===== config.mk =====
export PLATFORM = sky130hd
export DESIGN_NAME = decode_issue_ctrl
export DESIGN_NICKNAME = d
export VERILOG_FILES = /design/src/rtl/decode_issue_ctrl.sv
export SDC_FILE = /design/constraint.sdc
export NUM_CORES = 1
export LEC_CHECK = 0
export ABC_AREA = 1
export CAP_MARGIN = 10
export CORE_MARGIN = 2
export CORE_UTILIZATION = 46
export CTS_BUF_LIST = sky130_fd_sc_hd__clkbuf_4
export CTS_CLUSTER_SIZE = 40
export DETAILED_ROUTE_END_ITERATION = 10
export PLACE_DENSITY = 0.83
export SETUP_SLACK_MARGIN = 0.05
export SYNTH_ARGS = -nofsm -noshare
export SYNTH_HDL_FRONTEND = slang
export SYNTH_SLANG_ARGS = --single-unit
export TNS_END_PERCENT = 30

===== constraint.sdc =====
create_clock -name clk -period 2.25 [get_ports clk]
set_input_delay 0.45 -clock clk [delete_from_list [all_inputs] [get_ports clk]]
set_output_delay 0.45 -clock clk [all_outputs]
set_load 0.02 [all_outputs]

===== src/rtl/decode_issue_ctrl.sv =====
// Decode/issue slot between fetch and execute: holds one instruction, classifies
// its immediate format, tracks load-use hazards and handles redirect flushes.
module decode_issue_ctrl #(
  parameter int XLEN           = 32,
  parameter int LOAD_USE_STALL = 1
) (
  input  logic            clk,
  input  logic            rst_n,
  input  logic            if_valid,
  input  logic [XLEN-1:0] if_instr,
  input  logic [XLEN-1:0] if_pc,
  output logic            if_ready,
  input  logic            flush,
  output logic            id_valid,
  input  logic            ex_ready,
  output logic [XLEN-1:0] id_instr,
  output logic [XLEN-1:0] id_pc,
  output logic [2:0]      id_imm_sel,
  output logic [4:0]      id_rs1,
  output logic [4:0]      id_rs2,
  output logic [4:0]      id_rd,
  output logic            id_illegal,
  output logic            id_stall
);

  localparam logic [6:0] OP_LOAD   = 7'b0000011;
  localparam logic [6:0] OP_IMM    = 7'b0010011;
  localparam logic [6:0] OP_JALR   = 7'b1100111;
  localparam logic [6:0] OP_STORE  = 7'b0100011;
  localparam logic [6:0] OP_BRANCH = 7'b1100011;
  localparam logic [6:0] OP_LUI    = 7'b0110111;
  localparam logic [6:0] OP_AUIPC  = 7'b0010111;
  localparam logic [6:0] OP_JAL    = 7'b1101111;
  localparam logic [6:0] OP_REG    = 7'b0110011;
  localparam logic [6:0] OP_SYS    = 7'b1110011;

  localparam logic [2:0] IMM_NONE = 3'd0;
  localparam logic [2:0] IMM_I    = 3'd1;
  localparam logic [2:0] IMM_S    = 3'd2;
  localparam logic [2:0] IMM_B    = 3'd3;
  localparam logic [2:0] IMM_U    = 3'd4;
  localparam logic [2:0] IMM_J    = 3'd5;

  localparam logic [2:0] STALL_INIT = 3'(LOAD_USE_STALL);
  localparam logic [XLEN-1:0] NOP_INSTR = XLEN'(32'h0000_0013);

  logic       slot_valid;
  logic [2:0] stall_cnt;
  logic [4:0] ld_rd;
  logic [6:0] opcode;
  logic       known;
  logic       uses_rs1;
  logic       uses_rs2;
  logic       hazard;
  logic       issue;
  logic       accept;
  logic       arm;

  assign opcode = id_instr[6:0];
  assign id_rs1 = id_instr[19:15];
  assign id_rs2 = id_instr[24:20];
  assign id_rd  = id_instr[11:7];

  always_comb begin
    id_imm_sel = IMM_NONE;
    known      = 1'b1;
    uses_rs1   = 1'b0;
    uses_rs2   = 1'b0;
    case (opcode)
      OP_LOAD, OP_IMM, OP_JALR: begin
        id_imm_sel = IMM_I;
        uses_rs1   = 1'b1;
      end
      OP_STORE: begin
        id_imm_sel = IMM_S;
        uses_rs1   = 1'b1;
        uses_rs2   = 1'b1;
      end
      OP_BRANCH: begin
        id_imm_sel = IMM_B;
        uses_rs1   = 1'b1;
        uses_rs2   = 1'b1;
      end
      OP_LUI, OP_AUIPC: id_imm_sel = IMM_U;
      OP_JAL:           id_imm_sel = IMM_J;
      OP_REG: begin
        uses_rs1 = 1'b1;
        uses_rs2 = 1'b1;
      end
      OP_SYS:  known = 1'b1;
      default: known = 1'b0;
    endcase
  end

  assign id_illegal = slot_valid & ~known;

  assign hazard = slot_valid & (stall_cnt != 3'd0) &
                  ((uses_rs1 & (id_rs1 == ld_rd)) | (uses_rs2 & (id_rs2 == ld_rd)));
  assign id_stall = hazard;
  assign id_valid = slot_valid & ~hazard & ~flush;
  assign issue    = id_valid & ex_ready;
  assign if_ready = ~flush & (~slot_valid | issue);
  assign accept   = if_valid & if_ready;
  assign arm      = issue & (opcode == OP_LOAD) & (id_rd != 5'd0);

  // The counter survives flush: the load already in execute still writes back.
  always_ff @(posedge clk) begin
    if (!rst_n) begin
      slot_valid <= 1'b0;
      id_instr   <= NOP_INSTR;
      id_pc      <= '0;
      stall_cnt  <= 3'd0;
      ld_rd      <= 5'd0;
    end else begin
      if (flush) begin
        slot_valid <= 1'b0;
      end else if (accept) begin
        slot_valid <= 1'b1;
        id_instr   <= if_instr;
        id_pc      <= if_pc;
      end else if (issue) begin
        slot_valid <= 1'b0;
      end

      if (arm) begin
        stall_cnt <= STALL_INIT;
        ld_rd     <= id_rd;
      end else if (stall_cnt != 3'd0) begin
        stall_cnt <= stall_cnt - 3'd1;
      end
    end
  end

endmodule


==> flow_summary.yaml, run 1 <==
setup_path:
  crit_chain: "inv_1 > o21ai_0 > nor2_1 > nand3_1 > nand2_1 > nand2_2 > nand3_4 > a21oi_4 > buf_6"
  rr_startpoint: "id_instr[5]"
  worstPathRequired_ns: 1.80
  max_stage_delay_ns: 0.38
  cp.arrival_ns: 1.75
  cp-start-kind: "flop"
  crit_type: "flop to output port"
  r2r_setup_slack_ns: 0.27
  worstReg2RegEnd: "id_pc[1]"
  slowest_stage: "dfxtp_1"
  critPathTopFamily: "simple AND/OR/NAND/NOR gates"
  rr_worst_depth: 15
  worst-path-stages: 9
  path_max_fanout: 3
  crit_end: "if_ready"
  end_kind: "output port"
  crit_start: "id_instr[17]"
  cp_num_buf_inv: 2
cts:
  cts_root_buf: "clkbuf_4"
  htreeDepth: 3
  hold_buffers: 0
  clockBufferDepth: 2
  cts.clk_slew.worst_paths_ns: 0.11
  numCtsBuffers: 9
  clock-sinks: 73
  cts_tree: "built"
  insertion_delay_ns: 0.41
logic_synthesis:
  ys.flop_type: "dfxtp_1"
  synth_cell_types: 26
  synthCells: 672
  yosys_warnings: 0
  synth_area_leader_cell: "dfxtp_1"
  synth_area_um2: 4129
  synth_most_common_cell: "inv_1"
  syn_nets: 743
  ys_ff_latch: 73
  synth.yosys.seq_area_share: 0.3539
  syn_avg_cell_area_um2: 6.144
  yosys.area.top_type_share: 0.3539
  ys_async_sr_fraction: 0
  yosys-top-cells-count: "inv_1 (180), nand2_1 (153), nor2_1 (84)"
  synth-edff-count: 0
  yosys-top-cells-area: "dfxtp_1 (35%), inv_1 (16%), nand2_1 (14%)"
grt:
  grt_overflow_total: 0
  grtUsageMet1: 0.2657
  use_met2: 0.3976
  met3_usage: 0.07234
  grt_usage: 0.2303
  grt_pass1_wl_um: 18570
  grt_antenna_before_repair: 0
  grt_busiest_layer: "met2"
  grt_max_degree: 50
  grt_pass1_vias: 4213
finish:
  diodes: 0
  final_nets: 890
  stdcell_area_um2: 5992
  drive_gt1_frac: 0.1408
  area_growth_pct: 45.12
  fin_util: 0.6871
min_path:
  hp-class: "input port to flop"
detailed_routing:
  drtIter0Drc: 115
  viasPerCell: 4.696
  num_vias: 4377
  routed_wl_um: 11350
  avgRoutedWirePerCell_um: 12.18
  antenna_left: 0
  drc: 0
  drt_pass1_iterations: 4
placement:
  numPortBuffers: 154
  pre_cts_slack_ns: -0.2383
  hpwl_um: 8035
  placed_area_um2: 5789
  gp_congestion: 0.8479
floorplanning:
  initial_utilization: 0.4735
  die-height_um: 98.74
  die_area_um2: 9750
  die_w_um: 98.74
  io_pins: 155
  rows: 34
  core_area_um2: 8721
sta:
  worst_pin_slew_ns: 0.3681
  min_period_over_period: 0.9765
  worst_slack_ns: 0.05297
  max_freq_mhz: 455.2
  setup_viol: 0
  setup_tns_ns: 0
  period_minus_slack_ns: 2.197
  rsz0062_at_grt: "yes"
  fin_skew_ns: 0.009414
  drv_slew: 0
  finalHoldViolCount: 0
  slew_headroom: 0.7546
run:
  maxCapViolations: 0
power_and_ir_drop:
  p_per_area_nw_per_um2: 542.8
  p_leak_nw: 3.105
  power_mw: 3.252
  ir_drop_uv: 281.7
status:
  run_status: "finished clean"
-- registers in the layout, indices dropped and copies added (netlist names) --
signal,count
id_instr,32
id_pc,32
ld_rd,5
stall_cnt,3
slot_valid,1
-- timing repair --
item                                   CTS  global route
pin swaps                                0             3
setup endpoints to repair                7            33
buffers inserted                         0             1
gates resized for setup                 25            49
endpoints found under the hold margin    0             0
-- worst reg2reg max path, cell delays in order (launching register included) --
cell and delay, ns:
dfxtp_2 0.43, nand2_4 0.08, nor2_4 0.12, nand2_2 0.07, nand2_2 0.07, nand3_1 0.08, nand2_1 0.09, nand2_2 0.08
nand3_4 0.08, buf_4 0.15, nand2_4 0.07, nand3_2 0.11, buf_6 0.24, nand2_1 0.09, inv_1 0.06, nor2_1 0.04
-- worst min path at each step --
stage | start | slack (ns) | endpoint | cells after the start
final | rst_n | 0.34 | ld_rd[0] | 3
after global routing | rst_n | 0.33 | ld_rd[0] | 3
after CTS | rst_n | 0.32 | ld_rd[0] | 3
after detailed placement | id_pc[6] | 0.50 | id_pc[6] | 4
after global placement | stall_cnt[1] | 0.48 | stall_cnt[1] | 2
after floorplan | stall_cnt[1] | 0.47 | stall_cnt[1] | 2
-- cells by family (layout without fill, tap and decap cells) --
group                    after synthesis  count (layout)  synth area share
buffers and inverters                247             399            0.2530
XOR/XNOR                               4               4          0.008486
adder cells (fa/ha/maj)                2               2          0.006060
AND/OR/NAND/NOR                      332             332            0.3597
flip-flops                            73              73            0.3539
AO/OA/AOI/OAI                         14              14           0.01879
-- through the flow --
stage | hold WS [ns] | std cells
3_5_place_dp | 0.4978 | 915
2_1_floorplan | 0.4694 | 672
6_report | 0.3371 | 932
3_3_place_gp | 0.4815 | 915
4_1_cts | 0.3175 | 931
5_1_grt | 0.3254 | 932
-- power breakdown --
part           internal, mW  total, mW  switching (mW)
registers              1.40       1.47          0.0724
logic                 0.519       1.09           0.572
clock network         0.214      0.689           0.475
total                  2.13       3.25            1.12
-- cell type report --
type,count,area [um^2]
Tap cell,108,135.1
Fill cell,742,2729
Multi-Input combinational cell,352,1697
Timing Repair Buffer,187,1836
Clock inverter,7,37.54
Inverter,196,735.7
Sequential cell,73,1484
Clock buffer,9,67.56
-- cells in the final DEF (no fill, tap or decap), types with 2 or more instances in the layout --
| cell type | count |
|---|---|
| a21oi_1 | 3 |
| buf_12 | 5 |
| buf_2 | 3 |
| buf_4 | 28 |
| buf_6 | 4 |
| clkbuf_4 | 9 |
| clkdlybuf4s50_1 | 145 |
| clkinv_1 | 2 |
| clkinv_2 | 3 |
| clkinvlp_4 | 2 |
| dfxtp_1 | 57 |
| dfxtp_2 | 15 |
| ha_1 | 2 |
| inv_1 | 177 |
| inv_2 | 19 |
| nand2_1 | 147 |
| nand2_2 | 13 |
| nand2_4 | 2 |
| nand3_1 | 9 |
| nand4_1 | 68 |
| nor2_1 | 81 |
| nor2_2 | 2 |
| nor2_4 | 2 |
| nor3_1 | 3 |
| nor3_2 | 2 |
| o21ai_0 | 6 |
| xnor2_1 | 2 |
| xor2_1 | 2 |
-- layer usage --
| layer | part of all wire | wire length, um |
|---|---|---|
| met1 | 0.41 | 4599 |
| met2 | 0.50 | 5714 |
| met5 | 0 | 0 |
| met3 | 0.074 | 836 |
| met4 | 0.017 | 197 |
No activity file was read; power rests on OpenSTA's default activity.
==> run 2, diff against run 1 <==
Settings changed: CORE_UTILIZATION 46 to 42, CTS_CLUSTER_DIAMETER from default to 30, PLACE_DENSITY 0.83 to 0.8.
Clock period 2.25 ns to 2 ns, I/O delays scaled along.
==> run 2 against run 1 <==
  * The run now ends with negative setup slack left
  * Flip-flop and latch count unchanged
  * Via count is 3.6% higher
  * Design area rose by 8.7%
  * Non-clock buffer count up 30
  * Highest routed layer unchanged
  * Die area grew 9.1%
  * Combinational power up 25%
  * Setup slack got worse by 0.14 ns
  * Sequential power is 14% higher
  * Total power grew 29%
  * Hold slack worse by 0.10 ns
  * Cell count grew 5.9%
  * Critical path depth up 2
  * Critical endpoint is now id_valid
==> flow_summary.yaml, run 2 (same netlist as run 1, synthesis figures left out) <==
setup_path:
  slowest_stage: "dfxtp_4"
  crit_type: "flop to output port"
  max_stage_delay_ns: 0.40
  cp_common_cell: "nand2_2"
  end_kind: "output port"
  worstPathRequired_ns: 1.60
  path_max_fanout: 5
  crit_chain: "inv_4 > nand2_4 > nor2_4 > nand2_2 > nand2_2 > nand3_2 > nand2_2 > nand2_4 > inv_2 > nor3_2 > buf_4"
  cp-start-kind: "flop"
  cp.arrival_ns: 1.69
cts:
  numCtsBuffers: 9
  insertion_delay_ns: 0.43
  cts_root_buf: "clkbuf_4"
  clockBufferDepth: 2
  cts.clk_slew.worst_paths_ns: 0.11
  htreeDepth: 3
  cts_tree: "built"
  clock-sinks: 73
  hold_buffers: 0
floorplanning:
  die-height_um: 103.2
  die_area_um2: 10640
  rows: 36
  core_area_um2: 9639
  io_pins: 155
  die_w_um: 103.2
  initial_utilization: 0.4283
grt:
  grt_overflow_total: 0
  grt_max_degree: 41
  grt_usage: 0.2173
  grt_pass1_vias: 4145
  grt_antenna_before_repair: 0
  grt_pass1_wl_um: 18330
sta:
  setup_tns_ns: -0.2752
  fin_skew_ns: 0.01782
  worst_pin_slew_ns: 0.4105
  rsz0062_at_grt: "yes"
  hold_slack_ns: 0.2361
  min_period_over_period: 1.043
  finalHoldViolCount: 0
  worst_slack_ns: -0.08650
  setup_viol: 6
  max_freq_mhz: 479.3
  slew_headroom: 0.7264
  period_minus_slack_ns: 2.087
  drv_slew: 0
finish:
  final_cells: 987
  final_nets: 920
  top_regs: "id_instr x32, id_pc x32, ld_rd x5"
  mostFrequentLayoutCell: "inv_1"
  diodes: 0
  drive_gt1_frac: 0.1944
  fin_util: 0.6755
  area_growth_pct: 57.70
  layout_common_cells: "inv_1 (170), nand2_1 (146), clkdlybuf4s50_1 (119)"
  stdcell_area_um2: 6511
status:
  run_status: "complete, but fails checks"
  violations: "negative setup slack"
min_path:
  hp-class: "input port to flop"
placement:
  dpl.cell_count: 959
  pre_cts_slack_ns: -0.2906
  hpwl_um: 8291
  numPortBuffers: 154
  placed_area_um2: 5968
  gp_congestion: 0.8515
detailed_routing:
  viasPerCell: 4.596
  drt_pass1_iterations: 4
  drc: 0
  num_vias: 4536
  drtIter0Drc: 139
  antenna_left: 0
  routed_wl_um: 12490
  avgRoutedWirePerCell_um: 12.65
run:
  maxCapViolations: 0
power_and_ir_drop:
  p_per_area_nw_per_um2: 642.8
  power_mw: 4.185
  p_leak_nw: 3.609
  ir_drop_uv: 410.2
==> run 2: changes by cell type in the layout (fill, tap and decap cells not counted), sizes merged, moves of 2 or more <==
cell	change
dlymetal6s2s	+17
clkinv	-2
dlygate4sd2	+7
clkdlybuf4s50	-26
clkbuf	+4
buf	+28
bufinv	+3
==> run 2: where the power goes <==
part           switching [mW]  total, mW  internal, mW
Combinational           0.694       1.36         0.670
Sequential             0.0885       1.67          1.58
Clock                   0.534       1.15         0.621
Total                    1.32       4.19          2.87
==> run 2: layout make-up <==
class | instances | area (um^2)
Fill cell | 852 | 3128
Timing Repair Buffer | 217 | 2186
Multi-Input combinational cell | 352 | 1752
Sequential cell | 73 | 1493
Inverter | 196 | 738.2
Tap cell | 133 | 166.4
Clock inverter | 7 | 108.9
Clock buffer | 9 | 67.56
==> run 2: worst paths after layout <==
path / startpoint / end / slack, ns / cells after the start
worst min register to register: id_pc[6] / id_pc[6] / 0.52 / 4
worst min-delay path: rst_n / id_instr[14] / 0.24 / 3
worst max-delay path: id_instr[4] / id_valid / -0.09 / 11
worst max register to register: id_instr[4] / id_pc[19] / 0.04 / 16
==> run 2: what timing repair did <==
action | in CTS | in global routing
gates cloned | 0 | 5
setup endpoints to repair | 78 | 89
buffers inserted | 7 | 0
pin swaps | 9 | 8
resized for setup | 81 | 53
==> run 2: metal layers <==
| layer | vias to the layer above | part of all wire | track usage |
|---|---|---|---|
| met3 | 21 | 0.073 | 0.06712 |
| li1 | 2311 | - | - |
| met2 | 151 | 0.50 | 0.3731 |
| met5 | - | 0 | 0 |
| met1 | 2053 | 0.40 | 0.2486 |
| met4 | 0 | 0.023 | 0.09514 |
==> run 2: worst max-delay path, delay by kind of cell (launching register included) <==
family / cells / cell delay [ns]
buffers and inverters: 3 / 0.28
flip-flops: 1 / 0.40
AND/OR/NAND/NOR: 8 / 0.58
==> run 3, diff against run 2 <==
Settings changed: CTS_CLUSTER_DIAMETER 30 to default, GPL_ROUTABILITY_DRIVEN from default to 0.
==> results of run 3 <==
The final DEF is identical to that of run 2; final timing and power are the same.
